### src/rtl/axis_pkg.sv
// Shared types and helpers for the AXI-Stream round-robin arbiter/mux.
// State enum plus the round-robin winner search used by rr_arbiter.
package axis_pkg;

    typedef enum logic [0:0] {IDLE, LOCKED} state_e;

    // Upper bound on channel count the search helper supports.
    localparam int unsigned RR_MAX_N = 64;

    // First set bit at or after ptr, wrapping modulo n; 0 when none is set.
    function automatic int unsigned rr_pick(input logic [RR_MAX_N-1:0] valid,
                                            input int unsigned         ptr,
                                            input int unsigned         n);
        int unsigned pick;
        int unsigned idx;
        pick = 0;
        for (int k = RR_MAX_N - 1; k >= 0; k--) begin
            if (unsigned'(k) < n) begin
                idx = (ptr + unsigned'(k)) % n;
                if (valid[idx]) pick = idx;
            end
        end
        return pick;
    endfunction

endpackage

### src/rtl/rr_arbiter.sv
// Combinational round-robin priority encoder: returns the first requester
// at or after ptr (wrapping) and whether any request is present.
module rr_arbiter
    import axis_pkg::*;
#(
    parameter int unsigned N     = 8,
    parameter int unsigned SEL_W = (N > 1) ? $clog2(N) : 1
) (
    input  logic [N-1:0]     req,
    input  logic [SEL_W-1:0] ptr,
    output logic [SEL_W-1:0] winner,
    output logic             any_valid
);

    logic [RR_MAX_N-1:0] req_ext;

    always_comb begin
        req_ext        = '0;
        req_ext[N-1:0] = req;
        winner         = SEL_W'(rr_pick(req_ext, 32'(ptr), N));
        any_valid      = |req;
    end

endmodule

### src/rtl/axis_arb_mux.sv
// N-to-1 AXI-Stream round-robin arbiter/mux with a registered output stage.
// Define AXIS_ARB_MUX_LOCK_EN to hold the grant for a whole packet (until s_last).
module axis_arb_mux
    import axis_pkg::*;
#(
    parameter int unsigned WIDTH = 16,
    parameter int unsigned N     = 8,
    parameter int unsigned SEL_W = (N > 1) ? $clog2(N) : 1
) (
    input  logic               clk,
    input  logic               rst_n,
    input  logic [N*WIDTH-1:0] s_data,
    input  logic [N-1:0]       s_valid,
    input  logic [N-1:0]       s_last,
    output logic [N-1:0]       s_ready,
    output logic [WIDTH-1:0]   m_data,
    output logic               m_valid,
    output logic               m_last,
    input  logic               m_ready,
    output logic [SEL_W-1:0]   grant_id,
    output logic               busy
);

    state_e             state_q, state_d;
    logic [SEL_W-1:0]   rr_ptr_q, rr_ptr_d;
    logic [SEL_W-1:0]   lock_id_q, lock_id_d;
    logic [SEL_W-1:0]   grant_q, grant_d;
    logic [WIDTH-1:0]   m_data_q, m_data_d;
    logic               m_valid_q, m_valid_d;
    logic               m_last_q, m_last_d;

    logic [SEL_W-1:0]   arb_winner, sel;
    logic               arb_any, sel_any;
    logic               ld, accept;

    rr_arbiter #(
        .N     (N),
        .SEL_W (SEL_W)
    ) u_rr_arbiter (
        .req       (s_valid),
        .ptr       (rr_ptr_q),
        .winner    (arb_winner),
        .any_valid (arb_any)
    );

    // In LOCKED only the locked channel may be selected.
    always_comb begin
        sel     = arb_winner;
        sel_any = arb_any;
        if (state_q == LOCKED) begin
            sel     = lock_id_q;
            sel_any = s_valid[lock_id_q];
        end
    end

    assign ld     = !m_valid_q || m_ready;
    // rst_n gating keeps s_ready low throughout reset even though ld is high then.
    assign accept = sel_any && ld && rst_n;

    always_comb begin
        s_ready = '0;
        if (accept) s_ready[sel] = 1'b1;
    end

    always_comb begin
        state_d   = state_q;
        rr_ptr_d  = rr_ptr_q;
        lock_id_d = lock_id_q;
        grant_d   = grant_q;
        m_data_d  = m_data_q;
        m_valid_d = m_valid_q;
        m_last_d  = m_last_q;

        if (ld) begin
            m_valid_d = accept;
            if (accept) begin
                m_data_d = s_data[sel*WIDTH +: WIDTH];
                m_last_d = s_last[sel];
            end
        end

        if (accept) begin
            grant_d = sel;
            unique case (state_q)
                IDLE: begin
                    rr_ptr_d = (sel == SEL_W'(N - 1)) ? '0 : sel + 1'b1;
`ifdef AXIS_ARB_MUX_LOCK_EN
                    if (!s_last[sel]) begin
                        state_d   = LOCKED;
                        lock_id_d = sel;
                    end
`endif
                end
                LOCKED: begin
                    if (s_last[sel]) state_d = IDLE;
                end
                default: state_d = IDLE;
            endcase
        end
    end

    always_ff @(posedge clk or negedge rst_n) begin
        if (!rst_n) begin
            state_q   <= IDLE;
            rr_ptr_q  <= '0;
            lock_id_q <= '0;
            grant_q   <= '0;
            m_data_q  <= '0;
            m_valid_q <= 1'b0;
            m_last_q  <= 1'b0;
        end else begin
            state_q   <= state_d;
            rr_ptr_q  <= rr_ptr_d;
            lock_id_q <= lock_id_d;
            grant_q   <= grant_d;
            m_data_q  <= m_data_d;
            m_valid_q <= m_valid_d;
            m_last_q  <= m_last_d;
        end
    end

    assign m_data   = m_data_q;
    assign m_valid  = m_valid_q;
    assign m_last   = m_last_q;
    assign grant_id = grant_q;

`ifdef AXIS_ARB_MUX_LOCK_EN
    assign busy = (state_q == LOCKED);
`else
    assign busy = 1'b0;
`endif

endmodule

### config.mk
export PLATFORM = sky130hd
export DESIGN_NAME = axis_arb_mux
export DESIGN_NICKNAME = d
export VERILOG_FILES = /design/src/rtl/axis_pkg.sv /design/src/rtl/rr_arbiter.sv /design/src/rtl/axis_arb_mux.sv
export SDC_FILE = /design/constraint.sdc
export NUM_CORES = 1
export LEC_CHECK = 0
export CAP_MARGIN = 20
export CORE_ASPECT_RATIO = 1.5
export CORE_MARGIN = 1
export CORE_UTILIZATION = 60
export CTS_BUF_LIST = sky130_fd_sc_hd__clkbuf_8
export DETAILED_ROUTE_END_ITERATION = 10
export DONT_BUFFER_PORTS = 1
export PLACE_DENSITY = 0.76
export REMOVE_ABC_BUFFERS = 1
export SLEW_MARGIN = 5
export SYNTH_ARGS = -nofsm -noshare
export SYNTH_HDL_FRONTEND = slang
export SYNTH_SLANG_ARGS = --single-unit
### constraint.sdc
create_clock -name clk -period 4.95 [get_ports clk]
set_input_delay 1.2375 -clock clk [delete_from_list [all_inputs] [get_ports clk]]
set_output_delay 1.2375 -clock clk [all_outputs]
set_load 0.02 [all_outputs]
# ---- Word level (Yosys, flattened, before mapping)
# Cells that the tools add are included.
# W data, S select, Z words.
dict set report classes {
  n_addsub 8
  magnitude_cmp 10
  n_eq_ne 1
  n_shift 1
  n_mux 34
  bitwise_logic 1
  n_reduce_logical 8
}
# operator count
set ops {}
lappend ops {{$shiftx A128 B8 Y16} 1}
lappend ops {{$lt A3 B7 Y1 const B} 8}
lappend ops {{$mux W3} 10}
lappend ops {{$bmux W1 S3} 9}
lappend ops {{$mux W1} 13}
lappend ops {{$add A3 B3 Y3 const B} 4}
lappend ops {{$mux W8} 1}
lappend ops {{$reduce_or A8 Y1} 1}
lappend ops {{$add A3 B1 Y3 const B} 2}
lappend ops {{$add A3 B2 Y3 const B} 2}
lappend ops {{$lt A3 B4 Y1 const B} 1}
lappend ops {{$reduce_and A2 Y1} 2}
lappend ops {{$demux W1 S3} 1}
lappend ops {{$eq A3 B3 Y1 const B} 1}
lappend ops {{$ge A3 B1 Y1 const B} 1}
lappend ops {{$logic_and A1 B1 Y1} 3}
lappend ops {{$logic_not A1 Y1} 1}
lappend ops {{$logic_or A1 B1 Y1} 1}
lappend ops {{$not A1 Y1} 1}
dict set report word_totals {
  ff_bits 25
  out_inout_bits 30
  elab_cells 69
}

# ---- Depth between registers and ports, before layout
# Gate-level depths: netlist of the first run.
dict set report depth {
  depth_word 17
  depth_mapped 15
  depth_no_buf 12
}

# ---- Modules after synthesis
# A second synthesis of the first run with hierarchy kept.
dict set report unflattened {
  hier_cells 332
  area_unflattened_um2 3091.7
}
# mod instances cells_each area_per_inst_um2
set by_module_without_submodules {}
lappend by_module_without_submodules {axis_arb_mux 1 247 2299.7}
lappend by_module_without_submodules {rr_arbiter 1 85 792.0}

# ---- Worst setup path after synthesis of the first run
# OpenSTA, ideal clock, no wires.
dict set report synth_path {
  path_kind {register -> output}
  startpoint {register rr_ptr_q[1]}
  endpoint {output s_ready[5]}
  arrival_time_ns 3.700
  required_time_ns 3.713
  slack_ns 0.013
  stages_incl_launch_ff 14
  cell_sequence {dfrtp_1 buf_2 buf_2 clkinv_1 ha_1 buf_2 mux4_2 mux2i_1 o21ai_0 a31oi_1 o221ai_4 nand2_2 inv_1 nor4_1}
}
dict set report synth_via {
  elab_chain_cells 17
}
# element line_no
set synth_rtl {}
lappend synth_rtl {{start, declared} axis_arb_mux.sv:25} ;# logic [SEL_W-1:0] rr_ptr_q, rr_ptr_d;
lappend synth_rtl {{start signal, assigned} axis_arb_mux.sv:113} ;# rr_ptr_q <= rr_ptr_d;
lappend synth_rtl {{$add A3 B3 Y3} axis_pkg.sv:19} ;# idx = (ptr + unsigned'(k)) % n;
lappend synth_rtl {{$bmux W1 S3} axis_pkg.sv:20} ;# if (valid[idx]) pick = idx;
lappend synth_rtl {{$mux W1 (implied by the code)} axis_pkg.sv:20}
lappend synth_rtl {{$mux W3 (7 in a row)} axis_pkg.sv:20}
lappend synth_rtl {{$mux W3 *} axis_pkg.sv:20}
lappend synth_rtl {{$mux W3 *} axis_arb_mux.sv:50} ;# if (state_q == LOCKED) begin
lappend synth_rtl {{via sel[1]} axis_arb_mux.sv:32} ;# logic [SEL_W-1:0] arb_winner, sel;
lappend synth_rtl {{$lt A3 B4 Y1 (implied by the code) or $ge A3 B1 Y1 (tied branches)} axis_arb_mux.sv:62} ;# if (accept) s_ready[sel] = 1'b1;
lappend synth_rtl {{$logic_and A1 B1 Y1 (implied by the code)} axis_arb_mux.sv:62}
lappend synth_rtl {{$mux W1 (implied by the code)} axis_arb_mux.sv:62}
lappend synth_rtl {{$demux W1 S3 *} axis_arb_mux.sv:62}
lappend synth_rtl {{$mux W8 *} axis_arb_mux.sv:62}
lappend synth_rtl {{end, declared} axis_arb_mux.sv:15} ;# output logic [N-1:0] s_ready,
# Mark *: on every way through the listed nets, which the timed path passes. The rest lies on a longest branch. The select of a mux whose other input is x is not followed.

# ---- Worst setup path in the final report of the first run
# Ends and elaborated chain as after synthesis.

==> metrics.md, run 1 <==
| Metric | Value |
|---|---|
| Core area | 0.00549 mm2 |
| Pre-CTS WS | 0.189 ns |
| Post-synthesis sequential area ratio | 0.182 |
| Hold Path Sink | grant_id[0]$_DFFE_PN0P_ |
| Setup TNS | 0 ns |
| Resize count post-CTS | 0 |
| IO buf count | 0 |
| IO Pins | 177 |
| First-pass GRT wire length | 16800 um |
| R2R depth | 11 |
| Slew Limit Headroom | 0.640 |
| Remaining DRCs | 0 |
| Non-filler cells, final | 504 |
| Crit path DAT | 3.53 ns |
| Vias per cell | 7.63 |
| Iter 0 DRT Violations | 263 |
| Reg2Reg Setup Slack | 1.46 ns |
| Area growth from synthesis to layout | 2.15% |
| 1st-pass router iterations | 5 |
| Yosys warns | 0 |
| CTS tree | yes |
| Distinct cells, synth | 52 |
| Reg-to-Reg End | m_last$_DFFE_PN0P_ |
| R2R Path Start | rr_ptr_q[1]$_DFFE_PN0P_ |
| Final hold vios | 0 |
| Final ANT Viol Nets | 0 |
| Hold WS | 0.642 ns |
| Cell with the most instances after synthesis | o21ai_0 |
| Clk pin slew, worst setup/hold paths | 0.09 ns |
| Layout cells sized above 1 | 0.129 |
| CTS Hold Bufs | 0 |
| CTS max path bufs | 2 |
| Routability-driven placement congestion ratio | 0.906 |
| Worst-Margin Slew | 0.540 ns |
| Syn Area/Cell | 7.38 um2 |
| Die Ht | 94.6 um |
| H-tree depth | 1 |
| Total number of vias | 3847 |
| Largest net degree at the start of global routing | 69 |
| Die X | 63.8 um |
| Skew final | 0.00548 ns |
| Worst setup SP type | register |
| Crit Path Max Fanout | 10 |
| Post-Syn Area | 0.00343 mm2 |
| Cells after Synth | 465 |
| Max Clk Rate | 210 MHz |
| Commonest register cell after synthesis | dfrtp_1 |
| Layout Nets | 585 |
| Cts bufs inserted | 3 |
| Setup violators final | 0 |
| Hpwl dp | 7910 um |
| Commonest cells in the synthesized netlist | o21ai_0, nand3_1, a211oi_1 |
| CP Capture Type | primary output |
| Maximum Capacitance Violations | 0 |
| WL/cell | 22.1 um |
| Total gr overflow | 0 |
| Hold path start | grant_id[0]$_DFFE_PN0P_ |
| Starting Density | 0.625 |
| Row count | 33 |
| CP required | 3.71 ns |
| Critical path startpoint | rr_ptr_q[1]$_DFFE_PN0P_ |
| Root buffer cell | clkbuf_8 |
| Fin. max-slew vios | 0 |
| Crit Path Class | register to primary output |
| Synth top area share | 0.182 |
| Sink Count | 25 |
| Initial antenna violation count | 0 |
| Dpl cells | 499 |
| # diodes | 0 |
| Number of global-route vias before repair | 3436 |
| Worst-skew pair later-pin latency | 0.27 ns |
| Post-CTS Setup Repair Bufs | 0 |
| Largest area contributor in the netlist | dfrtp_1 |
| Final period utilization | 0.963 |
| Outcome | completed |
| Die area | 0.00603 mm2 |
| Hold path cells | 1 |
| Yosys reg bits | 25 |
| Min Tclk post-route | 4.77 ns |
| Filler cell count | 532 |
| Final wirelength | 11100 um |
| Min-Delay Path Class | register to register |
| Post-synth EDFFs | 0 |
| Post-synth ARST share | 1.00 |
| Setup ws final | 0.183 ns |
| Area contributors post-synth | dfrtp_1, o21ai_0, nand3_1 |
| Tot GR Track Use | 0.352 |
==> cell type report <==
| class | instances | area (um2) | share of cell area |
|---|---|---|---|
| tap | 70 | 87.6 | 0.0250 |
| clock inverter | 1 | 3.75 | 0.00107 |
| inverter | 8 | 30.0 | 0.00857 |
| timing repair buffer | 24 | 200 | 0.0571 |
| clock buffer | 3 | 41.3 | 0.0118 |
| multi-input combinational | 373 | 2520 | 0.718 |
| sequential | 25 | 626 | 0.178 |
==> sequential cells by signal, summed over array words and instances (netlist names) <==
| signal | flops |
|---|---|
| m_last | 1 |
| grant_id | 3 |
| rr_ptr_q | 3 |
| state_q | 1 |
| m_valid | 1 |
| m_data | 16 |
==> layout by cell type, fill, tap and decap left out, types with 8 or more instances in the layout <==
master / synthesis / routed
o21ai_1: 13 / 13
inv_1: 7 / 8
mux4_2: 8 / 8
o21ai_0: 81 / 81
a22oi_1: 19 / 19
nand3_1: 52 / 52
nand2_1: 21 / 21
nor2_1: 11 / 10
buf_4: 2 / 23
a311oi_1: 18 / 17
a21oi_1: 28 / 28
a211oi_1: 34 / 34
mux2i_1: 11 / 10
dfrtp_1: 25 / 25
o211ai_1: 18 / 18
==> through the flow <==
step                      instance area [um2]   util
after CTS                                3460  0.630
final                                    3510  0.638
after detailed placement                 3410  0.622
after floorplan                          3130      -
after global routing                     3510  0.638
after global placement                   3410  0.622
==> metal layers <==
| layer | routed length (um) | global-route usage | part of all wire | up-vias |
|---|---|---|---|---|
| met5 | 0 | 0 | 0 | - |
| met4 | 398 | 0.138 | 0.036 | 0 |
| met3 | 963 | 0.0483 | 0.086 | 39 |
| met2 | 5780 | 0.642 | 0.52 | 243 |
| met1 | 4000 | 0.408 | 0.36 | 1820 |
| li1 | - | - | - | 1745 |
==> worst max path at each step <==
| stage | endpoint | slack, ns | depth (start not counted) |
|---|---|---|---|
| 6_report | s_ready[5] | 0.18 | 11 |
| 5_1_grt | s_ready[5] | -0.02 | 11 |
| 2_1_floorplan | s_ready[5] | -1.49 | 8 |
| 3_5_place_dp | s_ready[5] | 0.19 | 9 |
| 4_1_cts | s_ready[5] | 0.09 | 11 |
| 3_3_place_gp | s_ready[5] | 0.19 | 9 |
==> worst max-delay path, stage by stage (launching register included) <==
cell,delay (ns)
dfrtp_1,0.37
clkinv_1,0.10
ha_2,0.47
mux4_2,0.60
mux2i_2,0.29
o21ai_0,0.17
a31oi_2,0.30
o221ai_4,0.14
nand2_2,0.20
inv_1,0.14
nor4_1,0.28
buf_4,0.19
==> cell families (layout without fill, tap and decap cells) <==
family | count (synthesis) | in the layout | share of synthesized area
flip-flops | 25 | 25 | 0.182
AO/OA/AOI/OAI | 236 | 236 | 0.450
XOR/XNOR | 5 | 5 | 0.0128
adder cells (fa/ha/maj) | 3 | 3 | 0.0109
other | 1 | 1 | 0.00109
AND/OR/NAND/NOR | 105 | 105 | 0.147
multiplexers | 23 | 23 | 0.0988
buffers and inverters | 67 | 36 | 0.0973
Power of run 1 is left out: the tool's default activity adds up to more than one toggle a clock period on the data nets, which glitch-free logic cannot reach.
==> run 2, diff against run 1 <==
--- a/config.mk
+++ b/config.mk
@@ -7,12 +7,11 @@
 export LEC_CHECK = 0
 export CAP_MARGIN = 20
 export CORE_ASPECT_RATIO = 1.5
-export CORE_MARGIN = 1
-export CORE_UTILIZATION = 60
+export CORE_MARGIN = 2
+export CORE_UTILIZATION = 42
 export CTS_BUF_LIST = sky130_fd_sc_hd__clkbuf_8
 export DETAILED_ROUTE_END_ITERATION = 10
-export DONT_BUFFER_PORTS = 1
-export PLACE_DENSITY = 0.76
+export PLACE_DENSITY = 0.84
 export REMOVE_ABC_BUFFERS = 1
 export SLEW_MARGIN = 5
 export SYNTH_ARGS = -nofsm -noshare
==> run 2 against run 1 <==
Net effect: utilization is 7.6 points higher; maximum frequency is 2.1% lower; clock-buffer cell count stayed put; die area is 48% higher; critical path depth is 2 higher; cell area is 62% higher; global-route usage is 3.4 points lower; sequential share of layout area is 6.8 points lower; via count is 24% higher; register-to-register slack worse by 0.21 ns; wire length is 34% higher.
==> metrics.md, run 2 (synthesized netlist as in run 1, its figures left out) <==
| Metric | Value |
|---|---|
| Outcome | completed |
| Row count | 40 |
| Setup ws final | 0.0819 ns |
| Area growth from synthesis to layout | 65.6% |
| Final period utilization | 0.983 |
| Setup violators final | 0 |
| First-pass GRT wire length | 22800 um |
| Placed Area | 0.00542 mm2 |
| Max FFs per register | 16 |
| Hold WS | 0.490 ns |
| Fin. max-slew vios | 0 |
| IO buf count | 175 |
| Worst setup SP type | input pin |
| Cts bufs inserted | 3 |
| Crit Path Class | input pin to primary output |
| Iter 0 DRT Violations | 287 |
| WL/cell | 19.9 um |
| Final ANT Viol Nets | 0 |
| CP Capture Type | primary output |
| Initial antenna violation count | 0 |
| Remaining DRCs | 0 |
| CP required | 3.71 ns |
| Layout Nets | 798 |
| Most common cell after layout, fill and taps aside | clkdlybuf4s50_1 |
| Maximum Capacitance Violations | 0 |
| Crit Path Max Fanout | 5 |
| Die Ht | 115 um |
| Routability-driven placement congestion ratio | 1.08 |
| Vias per cell | 6.34 |
| Fin area | 0.00568 mm2 |
| Sink Count | 25 |
| CTS max path bufs | 2 |
| Final core utilization | 0.714 |
| Skew final | 0.00435 ns |
| CTS tree | yes |
| 1st-pass router iterations | 5 |
| Die area | 0.00893 mm2 |
| Most frequent cells in the layout | clkdlybuf4s50_1, o21ai_0, buf_4, nand3_1, a211oi_1 |
| Layout cells sized above 1 | 0.196 |
| Worst-Margin Slew | 0.768 ns |
| Min-Delay Path Class | register to register |
| Total gr overflow | 0 |
| Min Tclk post-route | 4.87 ns |
| Max Clk Rate | 205 MHz |
| Die X | 77.8 um |
| Slew Limit Headroom | 0.486 |
| Root buffer cell | clkbuf_8 |
| Clk pin slew, worst setup/hold paths | 0.09 ns |
| Filler cell count | 687 |
| IO Pins | 177 |
| Hpwl dp | 10400 um |
| Final wirelength | 15000 um |
| Starting Density | 0.431 |
| Tot GR Track Use | 0.318 |
| RSZ-0062 raised after global routing | false |
| Crit path DAT | 3.63 ns |
| Final hold vios | 0 |
| # diodes | 0 |
| CTS Hold Bufs | 0 |
| Total number of vias | 4766 |
| Core area | 0.00796 mm2 |
| Pre-CTS WS | -0.688 ns |
| Number of global-route vias before repair | 4786 |
| H-tree depth | 1 |
| Worst-skew pair later-pin latency | 0.28 ns |
| Largest net degree at the start of global routing | 69 |
run 2: changes by cell type in the layout (fill, tap and decap cells not counted), moves of 3 or more:
cell	before	now
buf_6	0	3
clkdlybuf4s50_1	0	159
clkbuf_2	0	5
buf_2	0	8
buf_4	23	60
mux2i_1	10	6
run 2: final timing paths:
kind / start / end / slack [ns] / depth (start not counted)
min in group asynchronous: rst_n / grant_id[0]$_DFFE_PN0P_ / 1.48 / 2
worst max-delay path: s_valid[5] / s_ready[1] / 0.08 / 13
worst min-delay path: grant_id[2]$_DFFE_PN0P_ / grant_id[2]$_DFFE_PN0P_ / 0.49 / 1
worst max register to register: rr_ptr_q[1]$_DFFE_PN0P_ / m_data[4]$_DFFE_PN0P_ / 1.25 / 13
worst min register to register: grant_id[2]$_DFFE_PN0P_ / grant_id[2]$_DFFE_PN0P_ / 0.49 / 1
max in group asynchronous: rst_n / m_valid$_DFFE_PN0N_ / 3.21 / 2
run 2: cell type report:
type,instances,area (um2),share of cell area
multi-input cells,373,2660,0.468
flip-flops and latches,25,626,0.110
clock inverters,1,5.00,0.000880
clock buffers,3,41.3,0.00726
well taps,105,131,0.0231
repair buffers,237,2190,0.385
inverters,8,30.0,0.00528
run 2: worst max-delay path: stages:
cell	delay, ns
clkbuf_2	0.13
mux4_2	0.55
buf_4	0.17
mux2i_1	0.16
buf_4	0.17
a41oi_1	0.12
o21ba_2	0.26
o221ai_4	0.08
nand2_4	0.13
buf_4	0.15
buf_4	0.15
and3_4	0.19
buf_6	0.13
run 2: what timing repair did:
action	CTS	global route
gates resized for setup	73	27
buffers inserted	5	6
endpoints found under the setup margin	8	8
pin swaps	6	11
run 2: per-stage QoR:
step | TNS (ns) | cells
after floorplan | -9.05 | 406
after global placement | -4.30 | 736
after detailed placement | -4.97 | 736
after CTS | 0 | 745
after global routing | 0 | 752
final | 0 | 752
run 2: per-layer routing:
metal / GRT usage / part of all wire
met1: 0.362 / 0.38
met2: 0.586 / 0.53
met3: 0.0386 / 0.054
met4: 0.144 / 0.036
met5: 0 / 0
Power of run 2 is left out for the same reason.
